## config.mk

```make
export PLATFORM = sky130hd
export DESIGN_NAME = dmem_ctrl
export DESIGN_NICKNAME = d
export VERILOG_FILES = /design/src/rtl/dmem_pkg.sv /design/src/rtl/dmem_lane_fmt.sv /design/src/rtl/dmem_ctrl.sv
export SDC_FILE = /design/constraint.sdc
export NUM_CORES = 2
export LEC_CHECK = 0
export ABC_AREA = 0
export BUFFER_PORTS_ARGS = -buffer_cell sky130_fd_sc_hd__buf_4
export CORE_ASPECT_RATIO = 2
export CORE_MARGIN = 2
export CORE_UTILIZATION = 62
export DETAILED_ROUTE_END_ITERATION = 12
export GPL_ROUTABILITY_DRIVEN = 0
export MAX_ROUTING_LAYER = met4
export PLACE_DENSITY = 0.79
export SETUP_SLACK_MARGIN = 0.15
export SLEW_MARGIN = 40
export SYNTH_ARGS = -nofsm -noshare
export SYNTH_HDL_FRONTEND = slang
export SYNTH_SLANG_ARGS = --single-unit
```

## constraint.sdc

```tcl
create_clock -name clk -period 12.6 [get_ports clk]
set_input_delay 1.26 -clock clk [delete_from_list [all_inputs] [get_ports clk]]
set_output_delay 1.26 -clock clk [all_outputs]
set_load 0.03 [all_outputs]
```

## src/rtl/dmem_pkg.sv

```systemverilog
// Shared types and helpers for the data-memory responder and its lane formatter.
package dmem_pkg;

    typedef enum logic [1:0] {
        IDLE,
        WAIT,
        RESP
    } state_e;

    localparam logic [2:0] F3_B  = 3'b000;
    localparam logic [2:0] F3_H  = 3'b001;
    localparam logic [2:0] F3_W  = 3'b010;
    localparam logic [2:0] F3_BU = 3'b100;
    localparam logic [2:0] F3_HU = 3'b101;

    // Store byte lanes; addr_lo is expected to be already aligned for the access size.
    function automatic logic [3:0] byte_en(input logic [2:0] funct3, input logic [1:0] addr_lo);
        case (funct3)
            F3_B:    byte_en = 4'b0001 << addr_lo;
            F3_H:    byte_en = addr_lo[1] ? 4'b1100 : 4'b0011;
            F3_W:    byte_en = 4'b1111;
            default: byte_en = 4'b0000;
        endcase
    endfunction

endpackage

```

## src/rtl/dmem_lane_fmt.sv

```systemverilog
// Byte/halfword placement: load extract with sign/zero extension and store replication.
module dmem_lane_fmt
    import dmem_pkg::*;
(
    input  logic [2:0]  funct3,
    input  logic [1:0]  addr_lo,
    input  logic [31:0] rword,
    input  logic [31:0] wdata,
    output logic [31:0] load_data,
    output logic [31:0] store_word
);

    logic [31:0] shifted;

    always_comb begin
        shifted = rword >> {addr_lo, 3'b000};
        case (funct3)
            F3_B:    load_data = {{24{shifted[7]}}, shifted[7:0]};
            F3_H:    load_data = {{16{shifted[15]}}, shifted[15:0]};
            F3_BU:   load_data = {24'h0, shifted[7:0]};
            F3_HU:   load_data = {16'h0, shifted[15:0]};
            default: load_data = shifted;
        endcase

        // Replicating across lanes lets the byte enables alone pick the destination.
        case (funct3[1:0])
            2'b00:   store_word = {4{wdata[7:0]}};
            2'b01:   store_word = {2{wdata[15:0]}};
            default: store_word = wdata;
        endcase
    end

endmodule

```

## src/rtl/dmem_ctrl.sv

```systemverilog
// Data-memory responder: valid/ready request, programmable wait states, one-cycle response.
// Define DMEM_MISALIGN_TRAP_EN to report misaligned half/word accesses as errors.
module dmem_ctrl
    import dmem_pkg::*;
#(
    parameter int    DEPTH       = 64,
    parameter int    WAIT_STATES = 1,
    parameter string INIT_FILE   = ""
) (
    input  logic        clk,
    input  logic        reset,
    input  logic        req_valid,
    output logic        req_ready,
    input  logic        req_we,
    input  logic [2:0]  req_funct3,
    input  logic [31:0] req_addr,
    input  logic [31:0] req_wdata,
    output logic        resp_valid,
    output logic [31:0] resp_rdata,
    output logic        resp_err,
    output logic        stall
);

    localparam int         AW        = $clog2(DEPTH);
    localparam logic [3:0] WAIT_LOAD = 4'(WAIT_STATES - 1);

    state_e        state_q, state_d;
    logic [3:0]    cnt_q, cnt_d;
    logic          we_q, we_d;
    logic [2:0]    f3_q, f3_d;
    logic [AW+1:0] addr_q, addr_d;
    logic [31:0]   wdata_q, wdata_d;
    logic          resp_valid_q, resp_valid_d;
    logic [31:0]   rdata_q, rdata_d;
    logic          err_q, err_d;

    logic          cur_we;
    logic [2:0]    cur_f3;
    logic [AW+1:0] cur_addr;
    logic [31:0]   cur_wdata;
    logic [1:0]    addr_lo;
    logic          illegal, misalign, access_err, commit;
    logic [AW-1:0] idx;
    logic [3:0]    be;
    logic [31:0]   load_data, store_word;
    logic          unused_addr_hi;

    logic [31:0]   mem [DEPTH];

    assign unused_addr_hi = ^req_addr[31:AW+2];

    always_comb begin
        // Live inputs while IDLE so a zero-wait access can commit on its accept edge.
        cur_we    = (state_q == IDLE) ? req_we             : we_q;
        cur_f3    = (state_q == IDLE) ? req_funct3         : f3_q;
        cur_addr  = (state_q == IDLE) ? req_addr[AW+1:0]   : addr_q;
        cur_wdata = (state_q == IDLE) ? req_wdata          : wdata_q;

        if (cur_we)
            illegal = !(cur_f3 inside {F3_B, F3_H, F3_W});
        else
            illegal = !(cur_f3 inside {F3_B, F3_H, F3_W, F3_BU, F3_HU});

`ifdef DMEM_MISALIGN_TRAP_EN
        addr_lo  = cur_addr[1:0];
        misalign = ((cur_f3[1:0] == 2'b01) && cur_addr[0]) ||
                   ((cur_f3[1:0] == 2'b10) && (cur_addr[1:0] != 2'b00));
`else
        case (cur_f3[1:0])
            2'b01:   addr_lo = {cur_addr[1], 1'b0};
            2'b10:   addr_lo = 2'b00;
            default: addr_lo = cur_addr[1:0];
        endcase
        misalign = 1'b0;
`endif

        access_err = illegal || misalign;
        idx        = cur_addr[AW+1:2];
        be         = (access_err || !cur_we) ? 4'b0000 : byte_en(cur_f3, addr_lo);
        commit     = reset && (((state_q == IDLE) && req_valid && (WAIT_STATES == 0)) ||
                               ((state_q == WAIT) && (cnt_q == 4'd0)));
    end

    dmem_lane_fmt u_lane_fmt (
        .funct3     (cur_f3),
        .addr_lo    (addr_lo),
        .rword      (mem[idx]),
        .wdata      (cur_wdata),
        .load_data  (load_data),
        .store_word (store_word)
    );

    always_comb begin
        state_d      = state_q;
        cnt_d        = cnt_q;
        we_d         = we_q;
        f3_d         = f3_q;
        addr_d       = addr_q;
        wdata_d      = wdata_q;
        resp_valid_d = 1'b0;
        err_d        = 1'b0;
        rdata_d      = rdata_q;

        case (state_q)
            IDLE: begin
                if (req_valid) begin
                    we_d    = req_we;
                    f3_d    = req_funct3;
                    addr_d  = req_addr[AW+1:0];
                    wdata_d = req_wdata;
                    if (WAIT_STATES == 0) begin
                        state_d = RESP;
                    end else begin
                        state_d = WAIT;
                        cnt_d   = WAIT_LOAD;
                    end
                end
            end
            WAIT: begin
                if (cnt_q == 4'd0) state_d = RESP;
                else               cnt_d   = cnt_q - 4'd1;
            end
            default: state_d = IDLE;
        endcase

        if (commit) begin
            resp_valid_d = 1'b1;
            err_d        = access_err;
            rdata_d      = (access_err || cur_we) ? 32'h0 : load_data;
        end
    end

    // NOTE: sequential state uses non-blocking assignments so every flop samples pre-edge values.
    always_ff @(posedge clk or negedge reset) begin
        if (!reset) begin
            state_q      <= IDLE;
            cnt_q        <= 4'd0;
            we_q         <= 1'b0;
            f3_q         <= 3'b000;
            addr_q       <= '0;
            wdata_q      <= 32'h0;
            resp_valid_q <= 1'b0;
            rdata_q      <= 32'h0;
            err_q        <= 1'b0;
        end else begin
            state_q      <= state_d;
            cnt_q        <= cnt_d;
            we_q         <= we_d;
            f3_q         <= f3_d;
            addr_q       <= addr_d;
            wdata_q      <= wdata_d;
            resp_valid_q <= resp_valid_d;
            rdata_q      <= rdata_d;
            err_q        <= err_d;
        end
    end

    // NOTE: the RAM has no reset so it maps onto block memory; contents survive reset.
    always_ff @(posedge clk) begin
        if (commit) begin
            for (int b = 0; b < 4; b++) begin
                if (be[b]) mem[idx][8*b +: 8] <= store_word[8*b +: 8];
            end
        end
    end

    assign req_ready  = (state_q == IDLE);
    assign resp_valid = resp_valid_q;
    assign resp_rdata = rdata_q;
    assign resp_err   = err_q;
    assign stall      = req_valid & ~resp_valid_q;

endmodule

```

==> flow_summary.toml <==
[worst_setup_path]
cp.arrival_ns = 7.76
cp_num_cells = 16
path_max_fanout = 64
worstReg2RegStart = "state_q[0]$_DFFE_PN0P_"
path_cells = "or2_2 -> buf_4 -> inv_2 -> buf_4 -> and2_1 -> a21o_1 -> buf_4 -> inv_1 -> buf_4 -> ha_1 -> o311ai_0 -> nor2_1 -> o21ai_4 -> buf_6 -> nor3_1 -> buf_4"
reg2reg_to = "mem[1][30]$_DFFE_PP_"
critPathRequiredTime_ns = 13.13
critical_path.max_stage_delay_ns = 0.94
critical_path_class = "reg2reg"
worstSetupStartpoint = "state_q[0]$_DFFE_PN0P_"
crit_slowest_cell = "dfrtp_1"
rrSetupSlack_ns = 5.38
cp_top_family = "buffers and inverters"
crit_end = "mem[1][30]$_DFFE_PP_"
critPathLaunchType = "register"
critPathCaptureType = "register"
cp_common_cell = "buf_4"
ff2ff_path_depth = 16
timing.critical_path.buf_inv = 8

[run]
maxCapViolations = 0

[placed_design]
hpwl_um = 153000
io_buffers = 82

[synth]
async_flop_share = 0.0394
yosysSeqAreaShare = 0.763
synth_area_um2 = 83400
synth_top_family_by_area = "compound AO/OA/AOI/OAI gates"
synth_warnings = 0
synth_edf_count = 2048
synth_flop_cell = "edfxtp_1"
synth_compound_area_frac = 0.107
muxShareOfSynthArea = 0.0137
ys_top_cells_by_count = "2048 x edfxtp_1, 947 x nand2_1, 487 x o22ai_1, 271 x nor2_1, 215 x nand3_1"
synth-simple-area-share = 0.0905
synth_cells = 5810
synth.most_common_cell = "edfxtp_1"
postSynthAreaPerCell_um2 = 14.4
synth-xor-area-share = 0.000210
yosysTopAreaCellShare = 0.737
syn_nets = 5886
ys_ff_latch = 2132
ys_types = 84
synth_fa_ha_area_frac = 0.000750
synth_area_leaders = "edfxtp_1 74%, nand2_1 4.3%, o22ai_1 3.7%, dfrtp_1 2.5%, nand3_1 1.3%"
yosysTopAreaCell = "edfxtp_1"

[cts]
ctsRootBufferMaster = "clkbuf_16"
cts-htree-levels = 4
cts_hold_buf = 0
clock_path_buffers = 4
tritoncts = "yes"
numCtsBuffers = 169
clk_pin_slew_worst_paths_ns = 0.07
clkSinkCount = 2132
cts_resized = 0
postCtsSetupBuffers = 0
clk_latency_ns = 0.85

[timing]
finalCritPeriodShare = 0.573
setup-tns-final_ns = 0
finalMaxSlewViolations = 0
layout_min_cycle_time_ns = 7.22
finClkSkew_ns = 0.0557
setup_viol = 0
rsz0062_at_grt = "no"
tightest_slew_ns = 0.995
max_freq_mhz = 138
hold_violations = 0
relSlewSlack = 0.331

[global_routing]
grt.overflow.total = 0
grt_pass1_wl_um = 368000
antenna_found_initial = 12
grt_use_total = 0.383
first_global_vias = 55300
grt_max_degree = 169

[floorplan]
die_area_um2 = 138000
start_util = 0.623
die_h_um = 523
num_rows = 190
io_pins = 107
core_um2 = 134000
die_w_um = 263

[worst_hold_path]
hold_class = "in2async"

[final_layout]
seqCellArea_um2 = 63600
final_nets = 5985
multiInputGateArea_um2 = 18600
fin_util = 0.694
drive_above_1_share = 0.133
fillCellCount = 8070
syn_to_final_growth_pct = 11.3

[routing]
detail_route.wl_per_cell_um = 33.0
drt_pre_antenna_iters = 8
dr_total_vias = 56100
drtAntennaViolNets = 0
viasPerCell = 7.22
remaining_drc_errors = 0
wirelength_um = 257000
drt_iter0_drc = 8814

[outcome]
run_status = "complete, no violations"

[power]
vdd_ir_drop_max_mv = 0.290
p_leak_nw = 30.2
powerDensity_nw_per_um2 = 278
==> worst min-delay path by stage <==
stage | from | end | slack, ns
after floorplan | wdata_q[30]$_DFFE_PN0P_ | wdata_q[30]$_DFFE_PN0P_ | 0.44
after global placement | wdata_q[30]$_DFFE_PN0P_ | wdata_q[30]$_DFFE_PN0P_ | 0.45
after detailed placement | wdata_q[30]$_DFFE_PN0P_ | wdata_q[30]$_DFFE_PN0P_ | 0.46
after CTS | reset | addr_q[4]$_DFFE_PN0P_ | 0.36
after global routing | reset | wdata_q[19]$_DFFE_PN0P_ | 0.38
final | reset | addr_q[4]$_DFFE_PN0P_ | 0.36
==> where the power goes <==
group	total [mW]	internal [mW]	switching, mW
clock	5.41	2.98	2.43
sequential	9.91	9.79	0.117
combinational	10.5	2.29	8.23
==> metal layers <==
layer / vias to the layer above / share of wire / routed length [um] / track usage
met2: 4924 / 0.48 / 122000 / 0.605
met3: 1365 / 0.13 / 34400 / 0.0977
li1: 22800 / - / - / -
met5: - / 0 / 0 / -
met1: 27000 / 0.29 / 74200 / 0.407
met4: 0 / 0.10 / 26200 / 0.317
==> cell type report <==
| cell class | instances | area share |
|---|---|---|
| inverter | 21 | 0.000957 |
| antenna | 11 | 0.000297 |
| clock buffer | 196 | 0.0481 |
| tap | 1728 | 0.0233 |
| multi-input combinational | 3226 | 0.200 |
| timing repair buffer | 359 | 0.0310 |
| clock inverter | 101 | 0.0113 |
| sequential | 2132 | 0.685 |
==> kinds of logic after synthesis <==
| kind of cell | after synthesis |
|---|---|
| buffers and inverters | 452 |
| muxes | 113 |
| AOI/OAI and AO/OA | 1344 |
| and+or+nand+nor | 1762 |
| adders and majority gates | 5 |
| DFF | 2132 |
| xor gates and xnor gates | 2 |
==> cell usage in the layout, fill, tap and decap left out, types with 41 or more instances in the layout <==
cell type  Yosys  final
dfrtp_1       84     84
clkbuf_16      0    175
nand2_1      947    931
a31oi_1      150    150
edfxtp_1    2048   2048
o221ai_1      99     99
mux2i_1      107    104
nor3_1       187    174
a32oi_1       80     80
nor2_1       271    189
nand3_1      215    215
o21ai_0      150    141
a211oi_1      42     41
a21oi_1      169    168
buf_4         30    341
nor2_2         0     79
o22ai_1      487    480
==> per-stage QoR <==
step	power, mW	hold slack (ns)	cell area, um^2	cells	worst slack [ns]
2_1_floorplan	15.7	0.437	83400	5810	5.79
3_3_place_gp	19.6	0.451	86800	7466	5.49
3_5_place_dp	19.9	0.458	87000	7466	5.48
4_1_cts	25.2	0.359	92600	7763	5.50
5_1_grt	26.2	0.381	92800	7772	5.27
6_report	25.8	0.358	92800	7774	5.38
==> state kept, by name, indices dropped and copies added, names as in the netlist <==
| name | flops |
|---|---|
| state_q | 2 |
| mem | 2048 |
| resp_err | 1 |
| we_q | 1 |
| f3_q | 3 |
| resp_rdata | 32 |
| resp_valid | 1 |
| cnt_q | 4 |
| wdata_q | 32 |
| addr_q | 8 |
No activity file was read; power rests on OpenSTA's default activity.
